===== config.mk =====
export PLATFORM = sky130hd
export DESIGN_NAME = phys_reg_freelist
export DESIGN_NICKNAME = d
export VERILOG_FILES = /design/src/rtl/phys_reg_freelist_pkg.sv /design/src/rtl/phys_reg_freelist.sv
export SDC_FILE = /design/constraint.sdc
export NUM_CORES = 1
export LEC_CHECK = 0
export CORE_MARGIN = 2
export CORE_UTILIZATION = 50
export DETAILED_ROUTE_END_ITERATION = 7
export GPL_TIMING_DRIVEN = 0
export PLACE_DENSITY_LB_ADDON = 0.25
export REMOVE_ABC_BUFFERS = 1
export SYNTH_ARGS = -nofsm -noshare
export SYNTH_HDL_FRONTEND = slang
export SYNTH_SLANG_ARGS = --single-unit

===== constraint.sdc =====
create_clock -name clk -period 13 [get_ports clk]
set_input_delay 3.25 -clock clk [delete_from_list [all_inputs] [get_ports clk]]
set_output_delay 3.25 -clock clk [all_outputs]
set_load 0.01 [all_outputs]

===== src/rtl/phys_reg_freelist_pkg.sv =====
// Package for the physical register free list.
// Holds the rename/commit sizing parameters, the physical tag type and the
// prefix-popcount helper used to compact push lanes and count pops.
// Optional build macro used by the free list: FREELIST_CHECK_EN.
package phys_reg_freelist_pkg;

    localparam int DISPATCH_WIDTH       = 2;
    localparam int PHYS_REGS            = 64;
    localparam int PHYS_REGS_ADDR_WIDTH = $clog2(PHYS_REGS);
    localparam int ARCH_REGS            = 32;
    localparam int FREELIST_DEPTH       = PHYS_REGS - ARCH_REGS;
    localparam int FREELIST_PTR_WIDTH   = $clog2(FREELIST_DEPTH) + 1;
    // Width wide enough to hold a count of 0..DISPATCH_WIDTH lanes.
    localparam int LANE_CNT_WIDTH       = $clog2(DISPATCH_WIDTH + 1);

    typedef logic [PHYS_REGS_ADDR_WIDTH-1:0] phys_reg_t;

    // Number of set bits in en[lane-1:0]. With lane == DISPATCH_WIDTH this is
    // the full popcount of the enable vector.
    function automatic logic [LANE_CNT_WIDTH-1:0] lane_offset(
        input logic [DISPATCH_WIDTH-1:0] en,
        input int unsigned               lane
    );
        logic [LANE_CNT_WIDTH-1:0] cnt;
        cnt = '0;
        for (int unsigned j = 0; j < DISPATCH_WIDTH; j++) begin
            if ((j < lane) && en[j]) begin
                cnt = cnt + 1'b1;
            end
        end
        return cnt;
    endfunction

endpackage


===== src/rtl/phys_reg_freelist.sv =====
// Circular free list of physical register tags between commit and rename.
// Commit pushes released tags, rename pops fresh tags; num_free_o lets rename
// stall. The list starts full with tags ARCH_REGS..PHYS_REGS-1.
//
// Ports:
//   clk         in   clock
//   rst         in   asynchronous reset, active-high
//   push_reg_i  in   [DISPATCH_WIDTH][AW] tags released by commit
//   push_en_i   in   [DISPATCH_WIDTH] per-lane push valid, any bit pattern
//   pop_reg_o   out  [DISPATCH_WIDTH][AW] next free tags, lane i = i-th oldest
//   pop_en_i    in   [DISPATCH_WIDTH] per-lane consume, contiguous from lane 0
//   num_free_o  out  [AW:0] number of tags currently free
//   err_o       out  sticky misuse flag (only when FREELIST_CHECK_EN is defined)
//
// Handshake: pop_reg_o[i] is a valid tag only for i < num_free_o. Rename
// consumes by raising pop_en_i for the lowest lanes in the cycle it uses the
// tags; commit presents push_reg_i with push_en_i and the tags are accepted at
// that edge unconditionally. There is no ready on the push side: commit can
// never release more tags than rename has taken.
//
// Build option FREELIST_CHECK_EN: adds err_o plus simulation assertions for
// over-pop, over-push, non-thermometer pop_en_i and pushing tag 0.
module phys_reg_freelist
    import phys_reg_freelist_pkg::*;
(
    input  logic                                                clk,
    input  logic                                                rst,
    input  logic [DISPATCH_WIDTH-1:0][PHYS_REGS_ADDR_WIDTH-1:0] push_reg_i,
    input  logic [DISPATCH_WIDTH-1:0]                           push_en_i,
    output logic [DISPATCH_WIDTH-1:0][PHYS_REGS_ADDR_WIDTH-1:0] pop_reg_o,
    input  logic [DISPATCH_WIDTH-1:0]                           pop_en_i,
`ifdef FREELIST_CHECK_EN
    output logic                                                err_o,
`endif
    output logic [PHYS_REGS_ADDR_WIDTH:0]                       num_free_o
);

    localparam int PW = FREELIST_PTR_WIDTH;
    localparam int IW = FREELIST_PTR_WIDTH - 1;
    localparam int CW = PHYS_REGS_ADDR_WIDTH + 1;

    phys_reg_t         buf_q [FREELIST_DEPTH];
    logic [PW-1:0]     head_q, head_d;
    logic [PW-1:0]     tail_q, tail_d;
    logic [CW-1:0]     num_free_q, num_free_d;

    logic [LANE_CNT_WIDTH-1:0] pop_cnt;
    logic [LANE_CNT_WIDTH-1:0] push_cnt;
    logic [IW-1:0]             rd_idx [DISPATCH_WIDTH];
    logic [IW-1:0]             wr_idx [DISPATCH_WIDTH];

    always_comb begin
        pop_cnt    = lane_offset(pop_en_i, DISPATCH_WIDTH);
        push_cnt   = lane_offset(push_en_i, DISPATCH_WIDTH);
        // Pointers carry a wrap bit, so plain modular adds give full/empty.
        head_d     = head_q + PW'(pop_cnt);
        tail_d     = tail_q + PW'(push_cnt);
        num_free_d = num_free_q + CW'(push_cnt) - CW'(pop_cnt);
        for (int i = 0; i < DISPATCH_WIDTH; i++) begin
            rd_idx[i]    = head_q[IW-1:0] + IW'(i);
            pop_reg_o[i] = buf_q[rd_idx[i]];
            // Enabled push lanes pack densely starting at the old tail.
            wr_idx[i]    = tail_q[IW-1:0] + IW'(lane_offset(push_en_i, i));
        end
    end

    always_ff @(posedge clk or posedge rst) begin
        if (rst) begin
            for (int k = 0; k < FREELIST_DEPTH; k++) begin
                buf_q[k] <= phys_reg_t'(ARCH_REGS + k);
            end
            head_q     <= '0;
            // Wrap bit set with equal index bits: list starts full.
            tail_q     <= {1'b1, {IW{1'b0}}};
            num_free_q <= CW'(FREELIST_DEPTH);
        end else begin
            head_q     <= head_d;
            tail_q     <= tail_d;
            num_free_q <= num_free_d;
            for (int i = 0; i < DISPATCH_WIDTH; i++) begin
                if (push_en_i[i]) begin
                    buf_q[wr_idx[i]] <= push_reg_i[i];
                end
            end
        end
    end

    assign num_free_o = num_free_q;

`ifdef FREELIST_CHECK_EN
    localparam int SW = CW + 1;

    logic err_q, err_d;
    logic pop_over, push_over, pop_gap, push_zero;

    always_comb begin
        pop_over  = CW'(pop_cnt) > num_free_q;
        // Compare num_free+push > DEPTH+pop so the check cannot underflow.
        push_over = (SW'(num_free_q) + SW'(push_cnt)) >
                    (SW'(FREELIST_DEPTH) + SW'(pop_cnt));
        pop_gap   = 1'b0;
        push_zero = 1'b0;
        for (int j = 1; j < DISPATCH_WIDTH; j++) begin
            if (pop_en_i[j] && !pop_en_i[j-1]) begin
                pop_gap = 1'b1;
            end
        end
        for (int i = 0; i < DISPATCH_WIDTH; i++) begin
            if (push_en_i[i] && (push_reg_i[i] == '0)) begin
                push_zero = 1'b1;
            end
        end
        err_d = err_q | pop_over | push_over | pop_gap | push_zero;
    end

    always_ff @(posedge clk or posedge rst) begin
        if (rst) begin
            err_q <= 1'b0;
        end else begin
            err_q <= err_d;
        end
    end

    assign err_o = err_q;

`ifndef SYNTHESIS
    always_ff @(posedge clk) begin
        if (!rst) begin
            assert (!pop_over)  else $warning("freelist: pop beyond num_free");
            assert (!push_over) else $warning("freelist: push beyond depth");
            assert (!pop_gap)   else $warning("freelist: non-thermometer pop_en");
            assert (!push_zero) else $warning("freelist: push of tag 0");
        end
    end
`endif
`endif

endmodule


* Yosys cells after proc, flatten, opt, wreduce, memory -nomap -nowiden *
Cells that the tools add are included.
W data, S select, Z words.

word-level totals
  register bits = 211
  input port bits = 18
  output and inout port bits = 19
  logic and storage cells = 73

operators by class
  $add $sub $neg = 8
  magnitude comparators = 6
  multiplexer cells = 18
  bitwise operators = 4
  reduce and logical (&&, ||, !) cells = 2

operators by type and width
  kind                   count
  $bwmux W192            2
  $mux W192              2
  $bmux W6 S5            2
  $demux W6 S5           2
  $mux W6                6
  $ge A6 B6 Y1 const B   4
  $not A5 Y6             4
  $add A6 B2 Y6          2
  $lt A6 B1 Y1 const B   2
  $add A7 B2 Y7          1
  $sub A7 B2 Y7          1
  $add A5 B1 Y5          1
  $add A5 B1 Y5 const B  1
  $mux W2                2
  $add A1 B1 Y2 const B  1
  $add A2 B1 Y2 const B  1
  $logic_and A1 B1 Y1    2
  $mux W1                2

* Longest topological paths before layout *
  depth in word-level cells = 9
  mapped depth = 11

* Worst setup path after synthesis *
OpenSTA, ideal clock, no wires.

  kind = register to output
  start point = register head_q[0]
  end point = output pop_reg_o[6] (netlist bit)
  arrival = 2.023 ns
  path slack = 7.727 ns
  cell stages (with the launch flop) = 8
  buffers on the path = 2
  cells stage by stage = dfrtp_1 -> ha_1 -> buf_2 -> buf_2 -> mux4_2 -> mux2i_1 -> a32o_1 -> a221oi_1

RTL lines
  item                    line                     text
  from (decl)             phys_reg_freelist.sv:43  logic [PW-1:0] head_q, head_d;
  from (signal assigned)  phys_reg_freelist.sv:72  head_q <= '0;
  from (signal assigned)  phys_reg_freelist.sv:77  head_q <= head_d;
  to (decl)               phys_reg_freelist.sv:30  output logic [DISPATCH_WIDTH-1:0][PHYS_REGS_ADDR_WIDTH-1:0] pop_reg_o,

==> metrics <==
power share of the combinational group=52.2%; R2R setup slack=9.87 ns; largest net degree at the start of global routing=109; Synth area leaders=dfstp_2, dfrtp_1, mux2_2, mux4_2, mux2i_1; Buf+Inv Stages, Crit Path=2; Via Count=10163; skew final=0.0176 ns; Starting Density=50.8%; Post-CTS Repair Setup Buffers=0; switch share=38.9%; synth cell count leaders=mux2_2, mux2i_1, dfstp_2, nand2_1, dfrtp_1; RSZ-0062 raised after global routing=no; Worst Hold End=num_free_o[0]; asr flop ratio synth=100%; vias per cell=6.32; R2R cell count=6; period utilisation layout=57.9%; arrival time at the worst endpoint=4.28 ns; global-route wire length before repair=61600 um; port bufs=36; Synth Flop Type=dfstp_2; WS Path Type=reg -> out; share of cells above drive strength 1=39.9%; Cell Chain, Critical Path=inv_1 > nor2_1 > a22oi_1 > nand2_1 > o221ai_1 > clkdlybuf4s50_1; H-tree levels=1; number of global-route vias before repair=9943; post-detailed-route count of antenna-violating nets=0; final setup fails=0; Crit-path slowest cell=nor2_1; Max Fclk=133 MHz; setup TNS=0 ns; cells after synthesis=1237; drt pass-1 iters=5; worst skew pair latency=0.54 ns; Power Dens Cells=306 nW/um^2; area growth from synthesis to final layout=10.4%; Worst path depth=6; WL per Instance=24.9 um; CTS max path bufs=3; Synth area leader=dfstp_2; Slew Limit Fails=0; switching pwr=1.86 mW; nature of the critical path startpoint=flip-flop; fillers=2325; Inserted Clock Buffers=26; Final Hold Violating Endpoints=0; peak supply drop=151 uV; MaxCap Viol Count=0; RD Place Congestion=0.945; YS warnings=0; full die area=29700 um^2; internal power=2.93 mW; row count=61; fin crit period=7.53 ns; hold buffer count at cts=0; Ant. Diodes=0; Yosys top cell area share=21.0%; Synth Area per Inst=11.4 um^2; Clk pin slew, worst setup/hold paths=0.06 ns; cell family with most CP delay=buffers and inverters; count leader, synth=mux2_2; drt first-iter violations=958; Syn Std Cell Area=14200 um^2; Hold Crit Class=reg -> reg; Post-synth EDFFs=0; Rel. slew slack=5.92%; CP peak stage delay=1.00 ns; global-route usage over all layers=27.7%; Ports=37; CTS Root Buffer Type=clkbuf_16; status=finished, final reports clean; Flop pwr share=31.2%; CP endpoint kind=output pin; number of antenna violations at the first check in global routing=0; clock network power share=16.6%; clock sinks=209; core area=27900 um^2; DRT Wirelength=40000 um; total leakage power=6.30 nW; final non-filler cell area=15600 um^2; overflow left after global routing=0; flops & latches, synth=209; worst r2r src=tail_q[0]; post-layout net count=1249; Required @ worst endpoint=9.75 ns; R2R Path End=buf_q[18]; critical path fanouts, max=19; Die Span X=172 um; Hold Path Stages=1; DRC violation count after routing=0; cells resized by post-CTS repair=0; hold wc startpoint=num_free_o[0]; die height=172 um; final HPWL from detailed placement=26500 um; post-synth cell types=55; worst-margin pin slew=1.41 ns; register area share after synthesis=37.9%; Post-Place Cell Area=14700 um^2; clock tree from TritonCTS=done
cells by family after synthesis:
| logic type | after synthesis | synth area share, % |
|---|---|---|
| muxes | 442 | 39.6 |
| DFF | 209 | 37.9 |
| buffers and inverters | 117 | 3.50 |
| and+or+nand+nor | 271 | 8.70 |
| adders and majority gates | 20 | 1.98 |
| xor gates and xnor gates | 15 | 0.981 |
| AOI/OAI and AO/OA | 163 | 7.33 |
final cells by class:
class,instances,area (um^2),area share [%]
Clock buffer,38,830,5.31
Clock inverter,10,125,0.800
Inverter,22,90.1,0.576
Multi-Input combinational cell,911,8320,53.2
Sequential cell,209,5380,34.4
Tap cell,378,473,3.03
Timing Repair Buffer,41,415,2.66
worst reg2reg max path: stages (launching register included):
cell and delay [ns]:
dfrtp_1 0.47, ha_1 0.30, ha_1 0.38, nor3b_1 0.79, o211ai_1 0.70, nor2_1 0.25, a21oi_1 0.06
flip-flops by register name, summed over array words and instances, names as in the netlist:
name        cells
tail_q          5
head_q          5
num_free_o      7
buf_q         192
worst max-delay path by stage:
| stage | startpoint | endpoint | slack (ns) |
|---|---|---|---|
| after floorplan | head_q[0] | pop_reg_o[10] | 2.93 |
| after global placement | head_q[0] | pop_reg_o[7] | 0.09 |
| after detailed placement | head_q[1] | pop_reg_o[7] | 5.76 |
| after CTS | head_q[0] | pop_reg_o[7] | 5.19 |
| after global routing | head_q[1] | pop_reg_o[1] | 5.35 |
| final | head_q[1] | pop_reg_o[0] | 5.47 |
metrics by stage:
step | util (%) | setup slack [ns] | hold WS [ns] | power [mW] | cells
floorplan | - | 2.93 | 0.538 | 3.20 | 1142
global placement | 52.3 | 0.0873 | 0.496 | 3.96 | 1556
detailed placement | 52.7 | 5.76 | 0.500 | 3.96 | 1560
CTS | 56.1 | 5.19 | 0.517 | 4.77 | 1608
global route | 56.1 | 5.35 | 0.541 | 5.05 | 1609
finish | 56.1 | 5.47 | 0.509 | 4.79 | 1609
placed cells by master (no fill, tap or decap), types with 6 or more instances in the layout:
cell type,Yosys,final
clkdlybuf4s50_1,0,25
mux2_1,13,13
clkbuf_16,0,29
xnor2_1,11,11
buf_2,21,10
mux2i_1,151,151
o221ai_1,6,6
nand3_1,23,23
nor2_2,16,16
clkbuf_8,0,7
clkinv_2,0,7
dfstp_2,113,113
a22oi_1,19,19
mux2_2,205,205
dfrtp_1,96,94
mux4_2,72,72
nand2_1,110,110
inv_1,22,21
nor2_1,73,73
nand3b_1,6,6
a21oi_1,70,70
a221oi_1,6,6
nor3_1,16,15
a32o_1,6,6
ha_1,16,15
o21ai_0,33,33
power by group through the flow:
| stage | Clock (mW) | Combinational (mW) | Sequential (mW) |
|---|---|---|---|
| after floorplan | 0 | 1.83 | 1.38 |
| final | 0.797 | 2.50 | 1.49 |
| after CTS | 0.805 | 2.49 | 1.48 |
| after detailed placement | 0 | 2.48 | 1.48 |
| after global routing | 0.834 | 2.68 | 1.54 |
| after global placement | 0 | 2.44 | 1.52 |
layer usage:
metal,track usage (%),up-vias,share of wire (%)
met4,7.64,0,2.5
met2,42.9,418,46
met3,4.53,69,6.8
li1,-,4526,-
met1,40.3,5150,45
met5,0,-,0
No activity file was read; power rests on OpenSTA's default activity.
